<file path="src/rtl/write_coprocessador.sv">
// Nios II custom instruction that writes CPU data into the coprocessor memory.
// Supports single-word writes and burst fills, and stalls while the coprocessor owns the memory.
module write_coprocessador #(
   parameter int unsigned ADDR_WIDTH = 7,
   parameter int unsigned MAX_BURST  = 128
) (
   input  logic                  clk,
   input  logic                  reset,
   input  logic                  clk_en,
   input  logic                  start,
   input  logic [31:0]           dataa,
   input  logic [31:0]           datab,
   input  logic                  cop_busy,
   output logic [31:0]           result,
   output logic                  done,
   output logic [ADDR_WIDTH-1:0] wraddress,
   output logic [31:0]           wrdata,
   output logic                  wren,
   output logic                  busy
);

   localparam int unsigned LenW = $clog2(MAX_BURST) + 1;

   typedef enum logic [1:0] {StIdle, StWrite, StFinish} state_e;

   state_e                state_q, state_d;
   logic [ADDR_WIDTH-1:0] addr_q, addr_d;
   logic [31:0]           data_q, data_d;
   logic                  inc_q, inc_d;
   logic [LenW-1:0]       len_q, len_d;
   logic [LenW-1:0]       rem_q, rem_d;
   logic [31:0]           result_q, result_d;
   logic                  done_q, done_d;
   logic [ADDR_WIDTH-1:0] wraddress_q, wraddress_d;
   logic [31:0]           wrdata_q, wrdata_d;
   logic                  wren_q, wren_d;

   logic [7:0]            burst_l;
   logic [LenW-1:0]       len_sat;
   logic                  unused_datab;

   assign burst_l      = datab[15:8];
   assign unused_datab = ^{datab[31:17], datab[7]};

   // L of 0 or 1 both mean a single word; anything above the depth saturates.
   always_comb begin
      len_sat = LenW'(burst_l);
      if (burst_l <= 8'd1) begin
         len_sat = LenW'(1);
      end else if (32'(burst_l) > MAX_BURST) begin
         len_sat = LenW'(MAX_BURST);
      end
   end

   always_comb begin
      state_d     = state_q;
      addr_d      = addr_q;
      data_d      = data_q;
      inc_d       = inc_q;
      len_d       = len_q;
      rem_d       = rem_q;
      result_d    = result_q;
      wraddress_d = wraddress_q;
      wrdata_d    = wrdata_q;
      done_d      = 1'b0;
      wren_d      = 1'b0;

      unique case (state_q)
         StIdle: begin
            if (clk_en && start) begin
               addr_d  = datab[ADDR_WIDTH-1:0];
               data_d  = dataa;
               inc_d   = datab[16];
               len_d   = len_sat;
               rem_d   = len_sat;
               state_d = StWrite;
            end
         end
         StWrite: begin
            if (clk_en && !cop_busy) begin
               wren_d      = 1'b1;
               wraddress_d = addr_q;
               wrdata_d    = data_q;
               addr_d      = addr_q + ADDR_WIDTH'(1);
               if (inc_q) begin
                  data_d = data_q + 32'd1;
               end
               rem_d = rem_q - LenW'(1);
               if (rem_q == LenW'(1)) begin
                  state_d = StFinish;
               end
            end
         end
         StFinish: begin
            if (clk_en) begin
               done_d   = 1'b1;
               result_d = 32'(len_q);
               state_d  = StIdle;
            end
         end
         default: begin
            state_d = StIdle;
         end
      endcase
   end

   always_ff @(posedge clk) begin
      if (reset) begin
         state_q     <= StIdle;
         addr_q      <= '0;
         data_q      <= '0;
         inc_q       <= 1'b0;
         len_q       <= '0;
         rem_q       <= '0;
         result_q    <= '0;
         done_q      <= 1'b0;
         wraddress_q <= '0;
         wrdata_q    <= '0;
         wren_q      <= 1'b0;
      end else begin
         state_q     <= state_d;
         addr_q      <= addr_d;
         data_q      <= data_d;
         inc_q       <= inc_d;
         len_q       <= len_d;
         rem_q       <= rem_d;
         result_q    <= result_d;
         done_q      <= done_d;
         wraddress_q <= wraddress_d;
         wrdata_q    <= wrdata_d;
         wren_q      <= wren_d;
      end
   end

   assign result    = result_q;
   assign done      = done_q;
   assign wraddress = wraddress_q;
   assign wrdata    = wrdata_q;
   assign wren      = wren_q;
   assign busy      = (state_q != StIdle);

endmodule

</file>
<file path="config.mk">
export PLATFORM = sky130hd
export DESIGN_NAME = write_coprocessador
export DESIGN_NICKNAME = d
export VERILOG_FILES = /design/src/rtl/write_coprocessador.sv
export SDC_FILE = /design/constraint.sdc
export NUM_CORES = 1
export LEC_CHECK = 0
export ABC_AREA = 1
export CORE_MARGIN = 8
export CORE_UTILIZATION = 58
export CTS_BUF_LIST = sky130_fd_sc_hd__clkbuf_16
export DETAILED_ROUTE_END_ITERATION = 12
export DONT_BUFFER_PORTS = 1
export GPL_TIMING_DRIVEN = 0
export HOLD_SLACK_MARGIN = 0.08
export PLACE_DENSITY = 0.77
export SYNTH_ARGS = -nofsm -noshare
export SYNTH_HDL_FRONTEND = slang
export SYNTH_SLANG_ARGS = --single-unit
</file>
<file path="constraint.sdc">
create_clock -name clk -period 1.6 [get_ports clk]
set_clock_uncertainty 0.15 [all_clocks]
set_input_delay 0.24 -clock clk [delete_from_list [all_inputs] [get_ports clk]]
set_output_delay 0.24 -clock clk [all_outputs]
set_load 0.02 [all_outputs]
</file>
==> results of run 1 <==
[what timing repair did]
action	4_1_cts	5_1_grt
endpoints found under the hold margin	55	0
endpoints found under the setup margin	73	92
cloned	1	4
hold buffers	50	0
pin swaps	11	17
buffers inserted	13	21
gates resized for setup	85	100
[power groups by stage]
stage / Combinational [mW] / Sequential (mW) / Clock [mW]
floorplan: 0.801 / 3.06 / 0
global placement: 1.01 / 3.11 / 0
detailed placement: 1.03 / 3.11 / 0
CTS: 1.20 / 3.07 / 2.35
global route: 1.53 / 3.11 / 2.49
finish: 1.42 / 3.09 / 2.38
[kinds of logic after synthesis]
family	Yosys count	synth area share, %
compound gates	191	17.7
flops	107	38.2
xor+xnor	3	0.468
simple gates	428	31.5
fa+ha+maj	4	0.892
buf+inv	127	11.3
other cells	1	0.0668
[Yosys cell counts, types with 2 or more instances]
cell and instances:
buf_4 31, nor2_4 3, clkbuf_1 19, a31oi_1 3
nand2_4 2, inv_1 59, a21oi_1 85, o21ai_0 86
nor2_1 155, a211oi_1 3, nand3_1 41, buf_1 3
xnor2_1 3, nor3_1 5, nand3b_1 5, nand2_2 2
dfxtp_1 107, buf_2 9, inv_4 2, o21ai_1 8
nand2_1 206, ha_1 4, nand4_1 5, buf_6 3
[routing by layer]
layer / vias to the layer above / part of all wire [%]
met5: - / 0
li1: 2982 / -
met2: 417 / 47
met3: 78 / 12
met1: 2948 / 38
met4: 0 / 3.2
[cell usage in the layout (no fill, tap or decap), types with 2 or more instances in the layout]
master / Yosys / final
conb_1: 1 / 24
clkbuf_4: 0 / 4
ha_1: 4 / 3
a211oi_1: 3 / 3
inv_2: 1 / 3
buf_2: 9 / 3
buf_4: 31 / 59
clkbuf_1: 19 / 8
o21ai_0: 86 / 77
a21oi_2: 1 / 7
xnor2_1: 3 / 3
inv_1: 59 / 56
clkbuf_2: 0 / 6
a31oi_1: 3 / 3
a21oi_1: 85 / 79
buf_8: 0 / 7
nand2_1: 206 / 192
inv_4: 2 / 2
nand3b_1: 5 / 5
buf_6: 3 / 12
nand4_1: 5 / 5
nor2_1: 155 / 127
dfxtp_4: 0 / 11
clkbuf_16: 0 / 10
nand2_8: 0 / 2
nand3_1: 41 / 40
dfxtp_1: 107 / 86
nand2_4: 2 / 5
nand2_2: 2 / 11
o21ai_1: 8 / 15
nor2_4: 3 / 14
nor3_1: 5 / 3
dlymetal6s4s_1: 0 / 2
nor2_2: 1 / 18
inv_6: 0 / 4
dfxtp_2: 0 / 10
dlygate4sd3_1: 0 / 48
o21ai_2: 0 / 3
[critical path, cell delays in order (launching register included)]
cell	delay (ns)
dfxtp_4	0.39
ha_4	0.16
nand2_4	0.06
nor2_4	0.18
nand2_2	0.13
nor2_4	0.20
nand2_1	0.07
nand2_1	0.06
nand3_1	0.06
nand2_1	0.06
a21oi_1	0.06
[per-stage QoR]
stage | hold WS [ns] | setup WS (ns)
final | 0.0888 | -0.134
after global routing | 0.132 | -0.223
after CTS | 0.0844 | -0.0275
after detailed placement | 0.258 | -0.419
after global placement | 0.248 | -0.386
after floorplan | 0.233 | 0.00695
[sequential cells by signal (all words and copies together) (netlist names)]
register,count
addr_q,7
data_q,32
done,1
inc_q,1
len_q,8
rem_q,8
result,8
state_q,2
wraddress,7
wrdata,32
wren,1
[how the worst min path moves through the flow]
stage / end / depth (start not counted) / from
6_report: len_q[3]$_SDFFE_PP0P_ / 4 / datab[11]
5_1_grt: rem_q[0]$_SDFFE_PP0P_ / 5 / datab[12]
4_1_cts: rem_q[0]$_SDFFE_PP0P_ / 5 / datab[12]
3_5_place_dp: len_q[1]$_SDFFE_PP0P_ / 2 / datab[9]
3_3_place_gp: len_q[1]$_SDFFE_PP0P_ / 2 / datab[9]
2_1_floorplan: len_q[1]$_SDFFE_PP0P_ / 2 / datab[9]
[layout make-up]
| cell class | count | area (sq um) | share of cell area [%] |
|---|---|---|---|
| sequential | 107 | 2200 | 29.5 |
| clock inverter | 7 | 91.3 | 1.23 |
| buffer | 63 | 495 | 6.65 |
| clock buffer | 9 | 225 | 3.02 |
| inverter | 62 | 243 | 3.26 |
| multi-input combinational | 651 | 3210 | 43.1 |
| tap | 133 | 166 | 2.23 |
| timing repair buffer | 87 | 823 | 11.1 |
==> impl_results.md, run 1 <==
- ANT cells: 0
- CTS H-Tree Depth: 3
- Final min period: about 1.7 ns
- Switching share of total power: about a third
- Critical Path Source Type: flop
- Final wirelength: 20.5 mm
- Drt initial violations: a little under 600
- Worst r2r path cells: 10
- Max IR drop VDD: just under 700 uV
- CP required: 1.66 ns
- Count of input and output buffers: 0
- Pwr Total: 6.89 mW
- Clock Latency Late Sink: between 0.3 and 0.4 ns
- Met1 Track Usage GR: between 30% and 40%
- Placed instance area: approximately 6000 sq um
- Critical path destination: data_q[30]$_SDFFE_PP0P_
- Seq pwr share: 44.8%
- Distinct cells, synth: 36
- Worst slew pin tran: a little under 0.7 ns
- Combinational fraction of design power: 20.6%
- Crit end category: flop
- Cell Area, Synth: between 5000 and 6000 sq um
- Final Net Count: roughly 1.1k
- Area delta synth->final: 32.7%
- HPWL after detailed placement: approximately 13 mm
- Die height: between 100 and 150 um
- GPL Wtd Cong: ~0.96
- Die area: around 13000 sq um
- Crit-path max FO: 5
- Pwr dens: around 920 nW/um^2
- NetSw: between 2 and 2.5 mW
- R2r setup slk: -0.13 ns
- Setup-failing EPs final: 49
- Pin count of the biggest net entering global routing: 21
- Hold WC Path Type: in -> reg
- Slew Viols, Final: 0
- # fillers: around 700
- Setup crit start: data_q[1]$_SDFFE_PP0P_
- Clock Tree Buf Depth: 2
- Status: complete, but fails checks
- I/O Pins: about 140
- Layout cells sized above 1: roughly a fifth
- TritonCTS clock tree: done
- Seq cells post-synth: between 100 and 150
- Num rows: 36
- Crit Reg-Reg Endpoint: data_q[30]$_SDFFE_PP0P_
- Placed insts: between 1k and 1.5k
- Final instance area: around 7400 sq um
- Syn_area_per_cell: ~6.5 sq um
- Max-cap violation count: 0
- Initial antenna violation count: 0
- Post-DR vias/cell: 5.74
- Share of synthesized registers carrying an async set or reset: 0%
- Met3 usage: around 6.5%
- Via count: 6425
- Final ANT Viol Nets: 0
- Top cell type's share of synthesized area: a little under two fifths
- Clock-pin slew on the worst setup and hold paths: roughly 0.080 ns
- DR pass1 iterations: 7
- Cell accounting for the most synthesized area: dfxtp_1
- CTS sink count: 107
- Starting Density: 58.5%
- Internal power: 4.67 mW
- Fmax: about 0.58 GHz
- Final WS setup: -0.134 ns
- Crit path kind: reg -> reg
- RSZ-0062 raised after global routing: true
- Hold Fails Final Rpt: 0
- CP arrival: about 1.8 ns
- EDFF count, synth: 0
- Met2 Use GR: between 40 and 50%
- Ranking of synthesized cells by area: dfxtp_1, nand2_1, nor2_1
- Die width: around 110 um
- Vias in the first global route: 5704
- Main synth FF type: dfxtp_1
- LEAKAGE: approximately 3.1 nW
- GR peak layer: met2
- Global-route wire length before repair: around 29 mm
- Final Util: just under 80%
- Core area: approximately 9600 sq um
- Reg-to-reg startpoint: data_q[1]$_SDFFE_PP0P_
- Rel. slew slack: between 50% and 60%
- Setup TNS Final: -2.95 ns
- Drt drc: 0
- DR WL/cell: roughly 18 um
- All-layer global routing usage: 28.0%
- Yosys warnings: 0
- CTS buffer count: 9
- Post-Synthesis Cells: between 800 and 900
- Final period util: 108%
- Finished Layout Cells: between 1k and 1.5k
- Violated checks: setup timing
- Clock share of power: approximately a third
- GRT overflow: 0
- Sequential area share after synthesis: between 30% and 40%
- CTS root buffer: clkbuf_16
(Power assumes the default switching activity.)
==> inputs of run 2 (changes only) <==
- CAP_MARGIN: not set -> 0
- GPL_TIMING_DRIVEN: 0 -> not set
==> run 2 against run 1 <==
The run still ends with setup timing left. Sequential power is essentially flat. Global-route usage shrank 1.7 points. Non-clock buffer count shrank 28. Sequential share of layout area shrank 0.32 points. Setup slack gained 0.021 ns. Die area is the same. Cell area is essentially flat. Routed wire length shrank 8.0%. Clock-buffer cell count is the same. Total power shrank 1.2%.
==> impl_results.md, run 2 (synthesis gave the netlist of run 1 again) <==
- Most frequent cells in the layout: nand2_1, nor2_1, dfxtp_1
- Crit-path max FO: 5 (unchanged)
- CTS buffer count: 9 (unchanged)
- RSZ-0062 raised after global routing: true
- Placed insts: 1018 (+0.098%)
- Die width: 114 um (unchanged)
- Commonest non-fill, non-tap cell in the layout: nand2_1
- Clock Tree Buf Depth: 2 (unchanged)
- Die height: 114 um (unchanged)
- DR WL/cell: 17.3 um (-5.7%)
- Status: complete, but fails checks
- Hold WC Path Type: in -> reg
- Critical Path Source Type: flop
- CTS sink count: 107 (unchanged)
- Clock Latency Late Sink: 0.36 ns (about the same)
- Starting Density: 58.5% (unchanged)
- HPWL after detailed placement: 11.4 mm (-14%)
- Setup-failing EPs final: 29 (-41%)
- Final Net Count: 1026 (-2.7%)
- Setup crit start: state_q[1]$_SDFFE_PP0P_
- Global-route wire length before repair: 27.8 mm (-3.9%)
- Final ANT Viol Nets: 0 (unchanged)
- Drt initial violations: 573 (-1.2%)
- HP Start: dataa[17]
- Die area: 13100 sq um (unchanged)
- Count of input and output buffers: 0 (unchanged)
- Worst r2r path cells: 11 (+1)
- Core area: 9590 sq um (unchanged)
- Final wirelength: 18.8 mm (-8.0%)
- Crit end category: flop
- Critical path destination: data_q[23]$_SDFFE_PP0P_
- Max-cap violation count: 0 (unchanged)
- Crit Reg-Reg Endpoint: data_q[23]$_SDFFE_PP0P_
- Placed instance area: 6020 sq um (+2.5%)
- Vias in the first global route: 5601 (-1.8%)
- Violated checks: setup timing
- Drt drc: 0 (unchanged)
- TritonCTS clock tree: done
- Final instance area: 7450 sq um (about the same)
- R2r setup slk: -0.11 ns (+0.02 ns)
- Post-DR vias/cell: 5.60 (-2.5%)
- Reg-to-reg startpoint: state_q[1]$_SDFFE_PP0P_
- CTS root buffer: clkbuf_16
- Slew Viols, Final: 0 (unchanged)
- LEAKAGE: 3.00 nW (-2.8%)
- DR pass1 iterations: 5 (-2)
- Final WS setup: -0.113 ns (+0.0206 ns)
- Final min period: 1.71 ns (-0.0206 ns)
- CTS H-Tree Depth: 3 (unchanged)
- Pin count of the biggest net entering global routing: 49 (+130%)
- Clock-pin slew on the worst setup and hold paths: 0.07 ns (about the same)
- All-layer global routing usage: 26.4% (-1.7 points)
- Crit path kind: reg -> reg
- Pwr dens: 913 nW/um^2 (-1.3%)
- Pwr Total: 6.80 mW (-1.2%)
- CP required: 1.74 ns (+0.08 ns)
- GPL Wtd Cong: 0.922 (-3.8%)
- ANT cells: 0 (unchanged)
- Max IR drop VDD: 595 uV (-12%)
- Initial antenna violation count: 0 (unchanged)
- Area delta synth->final: 32.8% (about the same)
- Final period util: 107% (-1.3 points)
- Finished Layout Cells: 1091 (-2.5%)
- Layout cells sized above 1: 23.4% (+2.8 points)
- Via count: 6107 (-4.9%)
- Min Hold Slack: 0.0326 ns (-0.0562 ns)
- I/O Pins: 143 (unchanged)
- Hold Fails Final Rpt: 0 (unchanged)
- Fmax: 0.584 GHz (+1.2%)
- GRT overflow: 0 (unchanged)
- Num rows: 36 (unchanged)
- CP arrival: 1.85 ns (+0.05 ns)
- Worst slack, placed: -0.0891 ns (+0.330 ns)
## run 2: repair_timing
action | 4_1_cts | 5_1_grt
cloned | 4 | 3
pin swaps | 14 | 37
hold endpoints to repair | 59 | 41
hold buffers | 17 | 14
gates resized for setup | 52 | 114
endpoints found under the setup margin | 25 | 62
buffers inserted | 9 | 12
## run 2: metrics by stage
| stage | util (%) | setup TNS [ns] |
|---|---|---|
| 6_report | 77.7 | -1.85 |
| 5_1_grt | 77.7 | -3.61 |
| 4_1_cts | 70.9 | -0.158 |
| 3_5_place_dp | 62.7 | -0.803 |
| 3_3_place_gp | 62.7 | -0.383 |
| 2_1_floorplan | - | 0 |
## run 2: critical path, cell delays in order (launching register included)
cell,delay [ns]
dfxtp_4,0.37
inv_4,0.08
nand2_8,0.07
nor2_8,0.12
inv_4,0.04
nand2_4,0.07
o21ai_4,0.12
buf_12,0.18
clkbuf_16,0.16
nor2_4,0.07
nand2_1,0.06
a21oi_1,0.12
## run 2: routing by layer
| layer | vias up | GRT usage, % | share of wire, % |
|---|---|---|---|
| met4 | 0 | 9.14 | 2.4 |
| li1 | 2916 | - | - |
| met1 | 2812 | 32.1 | 39 |
| met3 | 42 | 7.07 | 11 |
| met5 | - | 0 | 0 |
| met2 | 337 | 43.8 | 48 |
## run 2: layout make-up
cell class | instances | area, sq um
well taps | 133 | 166
flip-flops and latches | 107 | 2170
repair inverters | 1 | 16.3
inverters | 62 | 249
fillers | 657 | 2140
clock inverters | 7 | 68.8
multi-input cells | 650 | 3300
repair buffers | 122 | 1250
clock buffers | 9 | 225
## run 2: report_power, final
| part | internal (mW) | switching (mW) | leakage, nW |
|---|---|---|---|
| clock network | 1.21 | 1.04 | 0.149 |
| registers | 2.84 | 0.224 | 0.881 |
| logic | 0.638 | 0.851 | 1.97 |
## run 2: how the worst min path moves through the flow
| stage | slack [ns] | cells past startpoint | end |
|---|---|---|---|
| after floorplan | 0.23 | 2 | len_q[1]$_SDFFE_PP0P_ |
| after global placement | 0.17 | 1 | data_q[25]$_SDFFE_PP0P_ |
| after detailed placement | 0.17 | 1 | data_q[25]$_SDFFE_PP0P_ |
| after CTS | -0.20 | 1 | state_q[1]$_SDFFE_PP0P_ |
| after global routing | 0.05 | 2 | data_q[25]$_SDFFE_PP0P_ |
| final | 0.03 | 4 | data_q[17]$_SDFFE_PP0P_ |
==> inputs of run 3 (changes only) <==
- REMOVE_ABC_BUFFERS: not set -> 1
==> run 3 against run 2 <==
The run ends with hold timing, setup timing left. Via count shrank 2.1%. Non-clock buffer count shrank 30. Die area is the same. Critical endpoint is now data_q[4]$_SDFFE_PP0P_.
==> impl_results.md, run 3 (synthesis gave the netlist of run 1 again) <==
- I/O Pins: 143 (unchanged)
- Core area: 9590 sq um (unchanged)
- Register area: 2170 sq um (-0.17%)
- Top delay family on crit path: buffers and inverters
- CP Cell Sequence: clkinvlp_4 -> nor2_4 -> buf_6 -> clkbuf_16 -> o22ai_1 -> nand2_1 -> nand2_1 -> a21oi_1
- Initial antenna violation count: 0 (unchanged)
- Die area: 13100 sq um (unchanged)
- CTS sink count: 107 (unchanged)
- Final period util: 105% (-1.8 points)
- Final min period: 1.68 ns (-0.0290 ns)
- Status: complete, but fails checks
- Clock-pin slew on the worst setup and hold paths: 0.08 ns (about the same)
- TritonCTS clock tree: done
- Final ANT Viol Nets: 0 (unchanged)
- Critical Path Source Type: flop
- Buffers & Inverters on Critical Path: 3 (-1)
- Clock Latency Late Sink: 0.35 ns (about the same)
- Drt initial violations: 524 (-8.6%)
- Violated checks: hold timing, setup timing
- Area delta synth->final: 25.2%
- Seq pwr share: 44.0% (-1.0 points)
- Placed insts: 1015 (-0.29%)
- Combinational fraction of design power: 18.6% (-3.3 points)
- GPL Wtd Cong: 0.911 (-1.2%)
- Crit-path max FO: 5 (unchanged)
- Max-cap violation count: 0 (unchanged)
- Via count: 5976 (-2.1%)
- Die height: 114 um (unchanged)
- CP max-delay cell: dfxtp_4
- CTS root buffer: clkbuf_16
- CP required: 1.74 ns (about the same)
- CP arrival: 1.82 ns (-0.03 ns)
- Clock Tree Buf Depth: 2 (unchanged)
- Finished Layout Cells: 1062 (-2.7%)
- Fmax: 0.594 GHz (+1.7%)
- Cell mode on critical path: nand2_1
- Vias in the first global route: 5429 (-3.1%)
- Crit end category: flop
- Layout cells sized above 1: 20.8% (-2.6 points)
- NetSw: 2.05 mW (-3.0%)
- Crit path kind: reg -> reg
- Num rows: 36 (unchanged)
- Clock share of power: 37.4% (+4.3 points)
- Starting Density: 58.5% (unchanged)
- Die width: 114 um (unchanged)
- Biggest cell delay along the critical path: 0.42 ns (+0.05 ns)
- Post-DR vias/cell: 5.63 (+0.53%)
- All-layer global routing usage: 24.2% (-2.2 points)
- Area of the multi-input gates: 3230 sq um (-2.2%)
- LEAKAGE: 2.78 nW (-7.4%)
- DR pass1 iterations: 5 (unchanged)
- Count of input and output buffers: 0 (unchanged)
- Global-route wire length before repair: 25.7 mm (-7.4%)
- Drt drc: 0 (unchanged)
- Pwr dens: 990 nW/um^2 (+8.5%)
- Pin count of the biggest net entering global routing: 44 (-10%)
- Slew Viols, Final: 0 (unchanged)
- RSZ-0062 raised after global routing: true
- ANT cells: 0 (unchanged)
- Setup-failing EPs final: 16 (-45%)
- Most frequent cells in the layout: nand2_1, nor2_1, dfxtp_1
- CTS H-Tree Depth: 3 (unchanged)
- GRT overflow: 0 (unchanged)
- Final WS setup: -0.0839 ns (+0.0290 ns)
- CTS buffer count: 9 (unchanged)
- # fillers: 731 (+11%)
- Hold Fails Final Rpt: 41 (+41)
- Hold WC Path Type: in -> reg
- Final wirelength: 17.3 mm (-8.0%)
- Switching share of total power: 29.4% (-1.6 points)
- Internal power: 4.91 mW (+4.7%)
- Commonest non-fill, non-tap cell in the layout: nand2_1
- Final Net Count: 997 (-2.8%)
- DR WL/cell: 16.3 um (-5.5%)
- HPWL after detailed placement: 11.3 mm (-0.12%)
- Max IR drop VDD: 481 uV (-19%)
- Min Hold Slack: -0.194 ns (-0.227 ns)
-- run 3: cell count changes in the layout (fill, tap and decap cells not counted), sizes merged, moves of 2 or more --
cell and delta:
buf -15, bufinv +2, clkinv -4, clkinvlp +4, dlygate4sd3 -13, inv -2
-- run 3: timing repair --
item,4_1_cts,5_1_grt
pin swaps,7,13
gates cloned,0,6
buffers inserted,0,9
resized for setup,34,92
hold buffers,15,1
endpoints found under the hold margin,57,42
endpoints found under the setup margin,28,46
-- run 3: through the flow --
stage	util, %	power, mW	instance area (sq um)	setup WS, ns	TNS (ns)
6_report	73.3	6.96	7030	-0.0839	-0.278
2_1_floorplan	-	3.74	5310	-1.33	-52.43
3_3_place_gp	62.6	4.07	6000	-0.0479	-0.177
5_1_grt	73.3	7.25	7030	-0.120	-2.77
3_5_place_dp	62.6	4.11	6000	-0.182	-1.50
4_1_cts	68.8	6.74	6600	0.000163	0
-- run 3: final cells by class --
class	instances	area share (%)
Clock inverter	7	1.78
Timing Repair Buffer	92	12.2
Multi-Input combinational cell	651	45.9
Timing Repair inverter	1	0.107
Clock buffer	9	3.20
Inverter	62	3.60
Tap cell	133	2.37
Sequential cell	107	30.9
-- run 3: layer usage --
layer  global-route usage [%]  vias to the layer above  wire [um]
met5                        0                        -          0
met2                     39.8                      303       8120
met3                     5.17                       45       1680
li1                         -                     2862          -
met1                     30.2                     2766       7090
met4                     9.32                        0        427
-- run 3: worst reg2reg max path, stage by stage (launching register included) --
cell and delay (ns):
dfxtp_4 0.42, clkinvlp_4 0.18, nor2_4 0.22, buf_6 0.17
clkbuf_16 0.15, o22ai_1 0.08, nand2_1 0.08, nand2_1 0.06
a21oi_1 0.12
-- run 3: final timing paths --
| path | startpoint | to | slack [ns] | cells after the start |
|---|---|---|---|---|
| worst max-delay path | state_q[0]$_SDFFE_PP0P_ | data_q[4]$_SDFFE_PP0P_ | -0.08 | 8 |
| worst min-delay path | reset | state_q[1]$_SDFFE_PP0P_ | -0.19 | 1 |
| worst max register to register | state_q[0]$_SDFFE_PP0P_ | data_q[4]$_SDFFE_PP0P_ | -0.08 | 8 |
| worst min register to register | rem_q[3]$_SDFFE_PP0P_ | rem_q[3]$_SDFFE_PP0P_ | 0.32 | 2 |
-- run 3: power by group through the flow --
stage                     clock network [mW]  registers, mW  logic (mW)
final                                   2.60           3.06        1.30
after global routing                    2.75           3.08        1.42
after CTS                               2.62           3.04        1.08
after detailed placement                   0           3.10        1.02
after global placement                     0           3.09       0.981
after floorplan                            0           3.06       0.675
